==> src/rtl/rd_port_scheduler.sv <==
// -----------------------------------------------------------------------------
// rd_port_scheduler
//
// Shares the read port of an asynchronous FIFO among NREQ consumers on the
// read-clock side. A round-robin arbiter hands the port to one consumer at a
// time. The owner then gets a burst of at most BURST reads. Every word coming
// back from the FIFO memory is tagged with the ID of the consumer whose read
// strobe fetched it.
//
// Ports
//   rclk_i       read-domain clock, rising edge
//   rrst_n_i     asynchronous active-low reset
//   req_i        per-consumer request (consumer wants a word and will take it)
//   empty_i      FIFO empty flag from the read handler
//   rdata_i      FIFO memory read data, valid the cycle after r_en_o
//   r_en_o       read strobe to the FIFO read handler
//   grant_o      registered one-hot current owner, zero when idle
//   busy_o       high while a burst is in progress
//   out_valid_o  returned word valid this cycle
//   out_id_o     consumer index of the returned word
//   out_data_o   returned word (held together with out_id_o while not valid)
// -----------------------------------------------------------------------------
module rd_port_scheduler #(
   parameter int NREQ       = 4,
   parameter int ID_WIDTH   = 2,
   parameter int DATA_WIDTH = 8,
   parameter int BURST      = 4
) (
   input  logic                  rclk_i,
   input  logic                  rrst_n_i,
   input  logic [NREQ-1:0]       req_i,
   input  logic                  empty_i,
   input  logic [DATA_WIDTH-1:0] rdata_i,
   output logic                  r_en_o,
   output logic [NREQ-1:0]       grant_o,
   output logic                  busy_o,
   output logic                  out_valid_o,
   output logic [ID_WIDTH-1:0]   out_id_o,
   output logic [DATA_WIDTH-1:0] out_data_o
);

   localparam int CNT_W = (BURST > 1) ? $clog2(BURST) : 1;

   localparam logic [0:0] ST_IDLE  = 1'b0;
   localparam logic [0:0] ST_BURST = 1'b1;

   logic [0:0]            state_q, state_d;
   logic [ID_WIDTH-1:0]   g_q, g_d;
   logic [ID_WIDTH-1:0]   ptr_q, ptr_d;
   logic [CNT_W-1:0]      cnt_q, cnt_d;
   logic [NREQ-1:0]       grant_q, grant_d;

   // Return pipeline
   logic                  s1_en_q;
   logic [ID_WIDTH-1:0]   s1_id_q;
   logic                  out_valid_q;
   logic [ID_WIDTH-1:0]   out_id_q;
   logic [DATA_WIDTH-1:0] out_data_q;

   // ---------------------------------------------------------------------------
   // Round-robin pick. Requests at or above ptr win first ("ahead"). If none
   // is there, the scan wraps and takes the lowest requester overall. Each
   // vector gets a lowest-set-bit one-hot, and that one-hot is encoded into
   // an index.
   // ---------------------------------------------------------------------------
   logic [NREQ-1:0]     ahead;
   logic [NREQ-1:0]     first_hi;
   logic [NREQ-1:0]     first_lo;
   logic [NREQ-1:0]     sel_oh;
   logic [ID_WIDTH-1:0] pick;

   for (genvar gi = 0; gi < NREQ; gi++) begin : g_scan
      assign ahead[gi] = req_i[gi] && (ID_WIDTH'(gi) >= ptr_q);
      if (gi == 0) begin : g_first
         assign first_hi[gi] = ahead[gi];
         assign first_lo[gi] = req_i[gi];
      end else begin : g_rest
         assign first_hi[gi] = ahead[gi] && !(|ahead[gi-1:0]);
         assign first_lo[gi] = req_i[gi] && !(|req_i[gi-1:0]);
      end
   end

   assign sel_oh = (|ahead) ? first_hi : first_lo;

   for (genvar gb = 0; gb < ID_WIDTH; gb++) begin : g_enc
      logic [NREQ-1:0] mask;
      for (genvar gi = 0; gi < NREQ; gi++) begin : g_mask
         assign mask[gi] = (((gi >> gb) & 1) == 1);
      end
      assign pick[gb] = |(sel_oh & mask);
   end

   // ---------------------------------------------------------------------------
   // Burst control
   // ---------------------------------------------------------------------------
   logic                own_req;
   logic                r_en;
   logic                burst_exit;
   logic [ID_WIDTH-1:0] ptr_inc;

   // grant_q is one-hot on the owner, so this is req[g] without a variable index
   assign own_req = |(req_i & grant_q);
   assign r_en    = (state_q == ST_BURST) && own_req && !empty_i;

   // The burst ends after the last allowed read, when the owner stops asking,
   // or when the FIFO runs dry. The burst is never restarted in place; the
   // next burst goes through IDLE again.
   assign burst_exit = (r_en && (cnt_q == CNT_W'(BURST - 1))) || !own_req || empty_i;

   assign ptr_inc = (g_q == ID_WIDTH'(NREQ - 1)) ? '0 : g_q + 1'b1;

   always_comb begin
      state_d = state_q;
      g_d     = g_q;
      ptr_d   = ptr_q;
      cnt_d   = cnt_q;
      grant_d = grant_q;
      case (state_q)
         ST_IDLE: begin
            if ((|req_i) && !empty_i) begin
               state_d = ST_BURST;
               g_d     = pick;
               grant_d = sel_oh;
               cnt_d   = '0;
            end
         end
         default: begin
            if (r_en) begin
               cnt_d = cnt_q + 1'b1;
            end
            if (burst_exit) begin
               state_d = ST_IDLE;
               grant_d = '0;
               cnt_d   = '0;
               ptr_d   = ptr_inc;
            end
         end
      endcase
   end

   always_ff @(posedge rclk_i or negedge rrst_n_i) begin
      if (!rrst_n_i) begin
         state_q <= ST_IDLE;
         g_q     <= '0;
         ptr_q   <= '0;
         cnt_q   <= '0;
         grant_q <= '0;
      end else begin
         state_q <= state_d;
         g_q     <= g_d;
         ptr_q   <= ptr_d;
         cnt_q   <= cnt_d;
         grant_q <= grant_d;
      end
   end

   // ---------------------------------------------------------------------------
   // Return path. The ID travels alongside the strobe. Words still in flight
   // therefore keep the tag of the consumer that fetched them, even after
   // ownership moves on. out_id/out_data only update when a word arrives.
   // ---------------------------------------------------------------------------
   always_ff @(posedge rclk_i or negedge rrst_n_i) begin
      if (!rrst_n_i) begin
         s1_en_q     <= 1'b0;
         s1_id_q     <= '0;
         out_valid_q <= 1'b0;
         out_id_q    <= '0;
         out_data_q  <= '0;
      end else begin
         s1_en_q     <= r_en;
         s1_id_q     <= g_q;
         out_valid_q <= s1_en_q;
         if (s1_en_q) begin
            out_id_q   <= s1_id_q;
            out_data_q <= rdata_i;
         end
      end
   end

   assign r_en_o      = r_en;
   assign grant_o     = grant_q;
   assign busy_o      = (state_q == ST_BURST);
   assign out_valid_o = out_valid_q;
   assign out_id_o    = out_id_q;
   assign out_data_o  = out_data_q;

endmodule

==> config.mk <==
export PLATFORM = sky130hd
export DESIGN_NAME = rd_port_scheduler
export DESIGN_NICKNAME = d
export VERILOG_FILES = /design/src/rtl/rd_port_scheduler.sv
export SDC_FILE = /design/constraint.sdc
export NUM_CORES = 1
export LEC_CHECK = 0
export CORE_ASPECT_RATIO = 1.1
export CORE_MARGIN = 2
export CORE_UTILIZATION = 30
export DETAILED_ROUTE_END_ITERATION = 10
export PLACE_DENSITY = 0.56
export RECOVER_POWER = 25
export SLEW_MARGIN = 10
export SYNTH_ARGS = -nofsm -noshare
export SYNTH_HDL_FRONTEND = slang
export SYNTH_SLANG_ARGS = --single-unit
==> constraint.sdc <==
create_clock -name rclk_i -period 1.8 [get_ports rclk_i]
set_input_delay 0.54 -clock rclk_i [delete_from_list [all_inputs] [get_ports rclk_i]]
set_output_delay 0.54 -clock rclk_i [all_outputs]
set_load 0.01 [all_outputs]
## After elaboration in Yosys (flattened, before gate mapping)

Index checks and enable logic that the tools add are counted.

| operators by class | value |
|---|---|
| $add $sub $neg | 2 |
| $lt $le $gt $ge | 4 |
| equal/unequal tests | 4 |
| muxes and demuxes | 12 |
| bitwise gates (word level) | 2 |
| reduce and logical (&&, ||, !) cells | 38 |

Operators with widths:

| operator | count |
|---|---|
| $mux 4 | 4 |
| $logic_and 1x1->1 | 14 |
| $reduce_or 4->1 | 3 |
| $mux 2 | 5 |
| $logic_not 1->1 | 8 |
| $reduce_and 2->1 | 4 |
| $reduce_or 2->1 | 4 |
| $reduce_or 3->1 | 2 |
| $add 2x1->2 const B | 2 |
| $and 4x4->4 | 1 |
| $eq 2x2->1 const B | 2 |
| $ge 1x2->1 const A | 2 |
| $ge 2x2->1 const A | 2 |
| $mux 1 | 3 |
| $ne 3x1->1 const B | 1 |
| $logic_or 1x1->1 | 2 |
| $ne 2x1->1 const B | 1 |
| $reduce_bool 2->1 | 1 |
| $not 1->1 | 1 |

| storage, ports and cells | value |
|---|---|
| flip-flop bits (word level) | 25 |
| bits of input ports | 15 |
| output and inout bits | 17 |
| logic and storage cells | 72 |

## Depth between registers and ports, before layout

Gate-level depths: netlist of the first run.

| logic depth | value |
|---|---|
| word-level depth | 9 |
| gate-level depth with buffers | 5 |
| gate-level depth less buffers | 5 |

## Worst setup path before layout of the first run

Ideal clock, no wire load.

| timing path | value |
|---|---|
| path type | input-to-output |
| start point | input req_i[0] |
| end point | output r_en_o |
| data arrival time | 1.087 ns |
| data required time | 1.260 ns |
| slack | 0.173 ns |
| stages | 3 |
| buffers on the path | 0 |
| cell sequence | a22o_1 nor2_1 nor3b_1 |

| between the ends | value |
|---|---|
| word-level cells in the longest chain between the ends | 4 |

Ends and longest elaborated chain:

| element | line | text |
|---|---|---|
| from (decl) | 31 | `input logic [NREQ-1:0] req_i,` |
| $and 4x4->4 | 102 | `assign own_req = \|(req_i & grant_q);` |
| $reduce_or 4->1 | 102 |  |
| $logic_and 1x1->1 (2 in a row) | 103 | `assign r_en = (state_q == ST_BURST) && own_req && !empty_i;` |
| to (decl) | 34 | `output logic r_en_o,` |

No other way between the ends.

## Final worst setup path of the first run

| timing path | value |
|---|---|
| start point | input req_i[2] |
| end point | output r_en_o |

The elaborated chain is that of the path after synthesis.

==> results.ini, run 1 <==
[status]
outcome=complete, but fails checks
violations=setup timing

[cts]
cts_buffers=3
path_clk_slew_ns=0.12
cts_buffer_depth=2
holdBufCountCts=0
clockRootBuffer=clkbuf_4
cts.sinks=25
h-tree-depth=1
clkLatencyLatePin_ns=0.31
cts_tree=yes

[worst_setup_path]
r2r-end=grant_o[0]
worst-path-buf-inv=2
crit_family=buffers and inverters
worst_ep_arrival_time_ns=1.37
r2r-start=grant_o[2]
crit_required_ns=1.26
path_class=input pin to output pin
cp_slowest_cell=dlygate4sd2_1
rrSetupSlack_ns=0.25
critPathMaxStageDelay_ns=0.24
cp_cell_sequence=dlygate4sd2_1, a22o_1, nor2_2, nor3b_2, buf_2
critPathLaunch=req_i[2]
start_kind=input pin
r2r_cells=5
critPathCaptureType=output pin
critPathMaxFanout=2

[synth]
yosys.area.top_type=dfrtp_1
syn_inst=79
syn_nets=96
ys_seq_elements=25
syn_avg_cell_area_um2=13.46
synth_cell_types=23
ys_seq_area_share_pct=58.82
ys.warnings.count=0
netlist_area_um2=1064
synth_top_area_share_pct=58.82
synth_area_leaders=dfrtp_1 59%, mux2_2 14%, nor2_1 3.2%, a22o_1 2.5%, o2bb2ai_1 2.5%

[min_path]
min_path_cells=0
holdCritStartpoint=g_q[0]
hp-class=flop to flop
min_to=s1_id_q[0]

[sta]
worst_pin_slew_ns=0.6038
fmax_mhz=523.3
whs_ns=0.4551
finalWorstSetupSlack_ns=-0.1109
fin_crit_sh_pct=106.2
finalSetupViolations=1
tns_ns=-0.1109
relSlewSlack_pct=59.75
slew_viol_final=0
fin_skew_ns=0.01353
rsz0062_at_grt=true
finalHoldViolCount=0
min_period_ns=1.911

[power_and_ir_drop]
p_leak_nw=0.8117
ir_worst_vdd_uv=452.3
p_per_area_nw_per_um2=1213
p_total_mw=1.910

[run]
maxCapViolations=0

[finish]
nets=145
num_antenna_cells=0
final_common_cell=dfrtp_1
area_growth_pct=48.12
utilization_pct=46.91
mostFrequentLayoutCells=25 x dfrtp_1, 13 x mux2_2, 13 x buf_4
drive_above_1_share_pct=30.71

[drt]
wl_per_cell_um=12.76
viasPerCell=4.766
drtIter0Drc=16
drc=0
dr.pass1.iters=4
postRouteWirelength_um=2233
num_vias=834
ant_nets=0

[placed_design]
finalWeightedCongestion=0.8042
port_buffers=31
pre_cts_ws_ns=-0.8991
dp_hpwl_um=1700

[floorplan]
core_um2=3358
die_y_um=66.45
die_width_um=60.77
die_area_um2=4038
rows=22
start_util_pct=31.67
io_pins=32

[global_routing]
antenna_found_initial=0
grt_pass1_wl_um=3712
grt_max_degree=26
grt_pass1_vias=842
grt_usage_pct=12.30
overflow=0

## Yosys cell counts
master     count
a211oi_2       1
a21oi_1        4
a21oi_2        1
a22o_1         3
a31oi_1        2
a32o_1         1
clkbuf_1       1
dfrtp_1       25
ha_1           2
inv_1          2
mux2_2        13
nand2b_1       2
nor2_1         9
nor3b_1        1
o211a_1        1
o21ai_0        1
o21bai_4       1
o221ai_1       2
o22ai_1        1
o2bb2ai_1      3
o311ai_0       1
o31ai_2        1
or2_2          1
## per-stage QoR
stage               cell area [um2]  std cells
finish                         1575        175
global route                   1575        175
CTS                            1548        174
detailed placement             1528        170
global placement               1528        170
floorplan                      1064         79
## layout make-up
class / count / area, um2
sequential: 25 / 625.6
clock inverter: 1 / 5.005
tap: 48 / 60.06
clock buffer: 3 / 22.52
multi-input combinational: 51 / 434.2
fill: 345 / 1783
inverter: 2 / 7.507
timing repair buffer: 45 / 420.4
## what timing repair did
item	in CTS	in global routing
pin swaps	3	4
cloned	0	0
setup endpoints to repair	8	10
gates resized for setup	16	9
endpoints found under the hold margin	0	0
setup buffers	0	1
## worst max-delay path by stage
| stage | end | slack (ns) | cells after the start |
|---|---|---|---|
| 2_1_floorplan | r_en_o | 0.17 | 3 |
| 5_1_grt | r_en_o | -0.18 | 4 |
| 6_report | r_en_o | -0.11 | 5 |
| 3_5_place_dp | r_en_o | -0.90 | 5 |
| 4_1_cts | r_en_o | -0.13 | 5 |
| 3_3_place_gp | r_en_o | -0.89 | 5 |
## per-layer routing
metal / global-route usage, % / share of wire [%] / vias up
met3: 3.523 / 8.5 / 4
met2: 21.77 / 48 / 33
met1: 13.55 / 43 / 404
li1: - / - / 393
met4: 4.620 / 1.0 / 0
met5: 0 / 0 / -
## sequential cells by signal (all words and copies together) (netlist names)
name and count:
busy_o 1, g_q 2, s1_id_q 2, ptr_q 2
grant_o 4, out_id_o 2, out_valid_o 1, cnt_q 2
out_data_o 8, s1_en_q 1
## where the power goes
| part | internal (mW) | switching, mW | total (mW) |
|---|---|---|---|
| combinational | 0.469 | 0.311 | 0.780 |
| clock | 0.0829 | 0.162 | 0.245 |
| sequential | 0.759 | 0.126 | 0.885 |
| total | 1.31 | 0.599 | 1.91 |
## cells by family (layout without fill, tap and decap cells)
logic type               count (synthesis)  count (layout)  share of synthesized area (%)
flip-flops                              25              25                          58.82
adder cells (fa/ha/maj)                  2               2                          2.353
multiplexers                            13              13                          13.76
buffers and inverters                    3              51                          1.059
AND/OR/NAND/NOR                         13              13                          5.647
AO/OA/AOI/OAI                           23              23                          18.35
(Power assumes the default switching activity.)
==> run 2: changes to the inputs <==
--- a/config.mk
+++ b/config.mk
@@ -5,12 +5,14 @@
 export SDC_FILE = /design/constraint.sdc
 export NUM_CORES = 1
 export LEC_CHECK = 0
-export CORE_ASPECT_RATIO = 1.1
+export CORE_ASPECT_RATIO = 0.6
 export CORE_MARGIN = 2
 export CORE_UTILIZATION = 30
+export CTS_BUF_LIST = sky130_fd_sc_hd__clkbuf_4 sky130_fd_sc_hd__clkbuf_8 sky130_fd_sc_hd__clkbuf_16
 export DETAILED_ROUTE_END_ITERATION = 10
 export PLACE_DENSITY = 0.56
 export RECOVER_POWER = 25
+export REMOVE_ABC_BUFFERS = 1
 export SLEW_MARGIN = 10
 export SYNTH_ARGS = -nofsm -noshare
 export SYNTH_HDL_FRONTEND = slang
==> results.ini, run 2 (synthesis gave the netlist of run 1 again) <==
[sta]
finalHoldViolCount=0
fmax_mhz=552.2
worst_pin_slew_ns=0.6026
relSlewSlack_pct=59.83
fin_crit_sh_pct=100.6
finalSetupViolations=1
slew_viol_final=0
fin_skew_ns=0.002476
rsz0062_at_grt=true
finalWorstSetupSlack_ns=-0.01098
tns_ns=-0.01098
min_period_ns=1.811

[cts]
cts.sinks=25
clockRootBuffer=clkbuf_8
clkLatencyLatePin_ns=0.26
cts_buffer_depth=2
path_clk_slew_ns=0.08
h-tree-depth=1
cts_buffers=3
cts_tree=yes
holdBufCountCts=0

[finish]
final-seq-area_um2=625.6
final_common_cell=dfrtp_1
mostFrequentLayoutCells=25 x dfrtp_1, 19 x clkdlybuf4s50_1, 13 x mux2_2, 13 x buf_4, 8 x nor2_1
final_cells=172
multi_input_area_um2=434.2
largest_register_ff_count=8
area_growth_pct=46.35
nets=145
drive_above_1_share_pct=33.86
utilization_pct=46.84
num_antenna_cells=0
stdcell_area_um2=1556
fill_cells=310

[global_routing]
grt_max_degree=26
antenna_found_initial=0
overflow=0
grt_pass1_wl_um=3960
grt_usage_pct=13.09
grt_pass1_vias=849

[drt]
ant_nets=0
num_vias=820
wl_per_cell_um=13.97
dr.pass1.iters=4
postRouteWirelength_um=2403
viasPerCell=4.767
drc=0
drtIter0Drc=24

[status]
violations=setup timing
outcome=complete, but fails checks

[run]
maxCapViolations=0

[placed_design]
place_area_um2=1524
port_buffers=31
post-place-cells=167
finalWeightedCongestion=0.8165
dp_hpwl_um=1837

[worst_setup_path]
rrSetupSlack_ns=0.28
worst_ep_arrival_time_ns=1.27
critPathLaunch=req_i[2]
critPathCaptureType=output pin
crit_required_ns=1.26
start_kind=input pin
path_class=input pin to output pin
r2r_cells=5
r2r-start=grant_o[3]
cp_cell_sequence=buf_6, a22o_1, nor2_2, nor3b_2, buf_2
critPathMaxStageDelay_ns=0.25
setup.worst_path.end=r_en_o
critPathMaxFanout=2
cp_slowest_cell=a22o_1
r2r-end=ptr_q[0]

[floorplan]
rows=16
die_width_um=80.87
die_area_um2=4053
core_um2=3323
io_pins=32
die_y_um=50.12
start_util_pct=32.00

[power_and_ir_drop]
p_leak_nw=0.7180
ir_worst_vdd_uv=427.1
internal_power_mw=1.409
switching_power_mw=0.6187
p_sw_share_pct=30.52
p_per_area_nw_per_um2=1303
pwr-share-clk_pct=15.8
p_total_mw=2.028
p_comb_share_pct=40.0
share_seq_of_total_power_pct=44.2

[min_path]
hp-class=flop to flop

==> run 2: cell count changes in the layout (fill, tap and decap cells not counted) <==
cell and change:
dlymetal6s2s_1 -9, buf_6 +1, clkbuf_8 +3, clkdlybuf4s15_1 -1, dlygate4sd2_1 -2, clkdlybuf4s50_1 +8, clkbuf_4 -3, buf_2 +3
==> run 2: stage by stage <==
stage                     worst slack [ns]  hold WS, ns
after floorplan                     0.1727       0.2444
after global routing              -0.05879       0.4672
final                             -0.01098       0.4274
after CTS                         -0.01605       0.4336
after detailed placement           -0.8853       0.4142
after global placement             -0.7962       0.4144
==> run 2: final cells by class <==
class | instances | area share, %
clock buffer | 3 | 2.653
clock inverter | 1 | 0.3215
inverter | 2 | 0.4823
multi-input combinational | 51 | 27.89
sequential | 25 | 40.19
tap | 45 | 3.617
timing repair buffer | 45 | 24.84
==> run 2: worst max-delay path: cells and delay by family <==
kind	cells	cell delay [ns]
and+or+nand+nor	2	0.25
buffers and inverters	2	0.24
AOI/OAI and AO/OA	1	0.25
==> run 2: what timing repair did <==
item	4_1_cts	5_1_grt
buffers inserted	1	0
resized for setup	29	0
pin swaps	4	0
setup endpoints to repair	8	1
==> run 2: power by group through the flow <==
stage | clock [mW] | sequential [mW] | combinational, mW
finish | 0.320 | 0.897 | 0.811
global route | 0.360 | 0.933 | 0.888
CTS | 0.334 | 0.899 | 0.822
detailed placement | 0 | 0.911 | 0.832
global placement | 0 | 0.901 | 0.817
floorplan | 0 | 0.964 | 0.299
==> run 2: worst min-delay path by stage <==
stage                   from          to  slack, ns  depth (start not counted)
floorplan           rrst_n_i      busy_o       0.24                          0
detailed placement    g_q[1]  s1_id_q[1]       0.41                          0
global placement      g_q[1]  s1_id_q[1]       0.41                          0
finish                g_q[1]  s1_id_q[1]       0.43                          0
global route          g_q[1]  s1_id_q[1]       0.47                          0
CTS                   g_q[1]  s1_id_q[1]       0.43                          0
==> run 2: per-layer routing <==
| metal | track usage, % | part of all wire [%] |
|---|---|---|
| met2 | 20.25 | 43 |
| met3 | 4.762 | 5.5 |
| met1 | 17.70 | 51 |
| met5 | 0 | 0 |
| met4 | 2.542 | 0.54 |
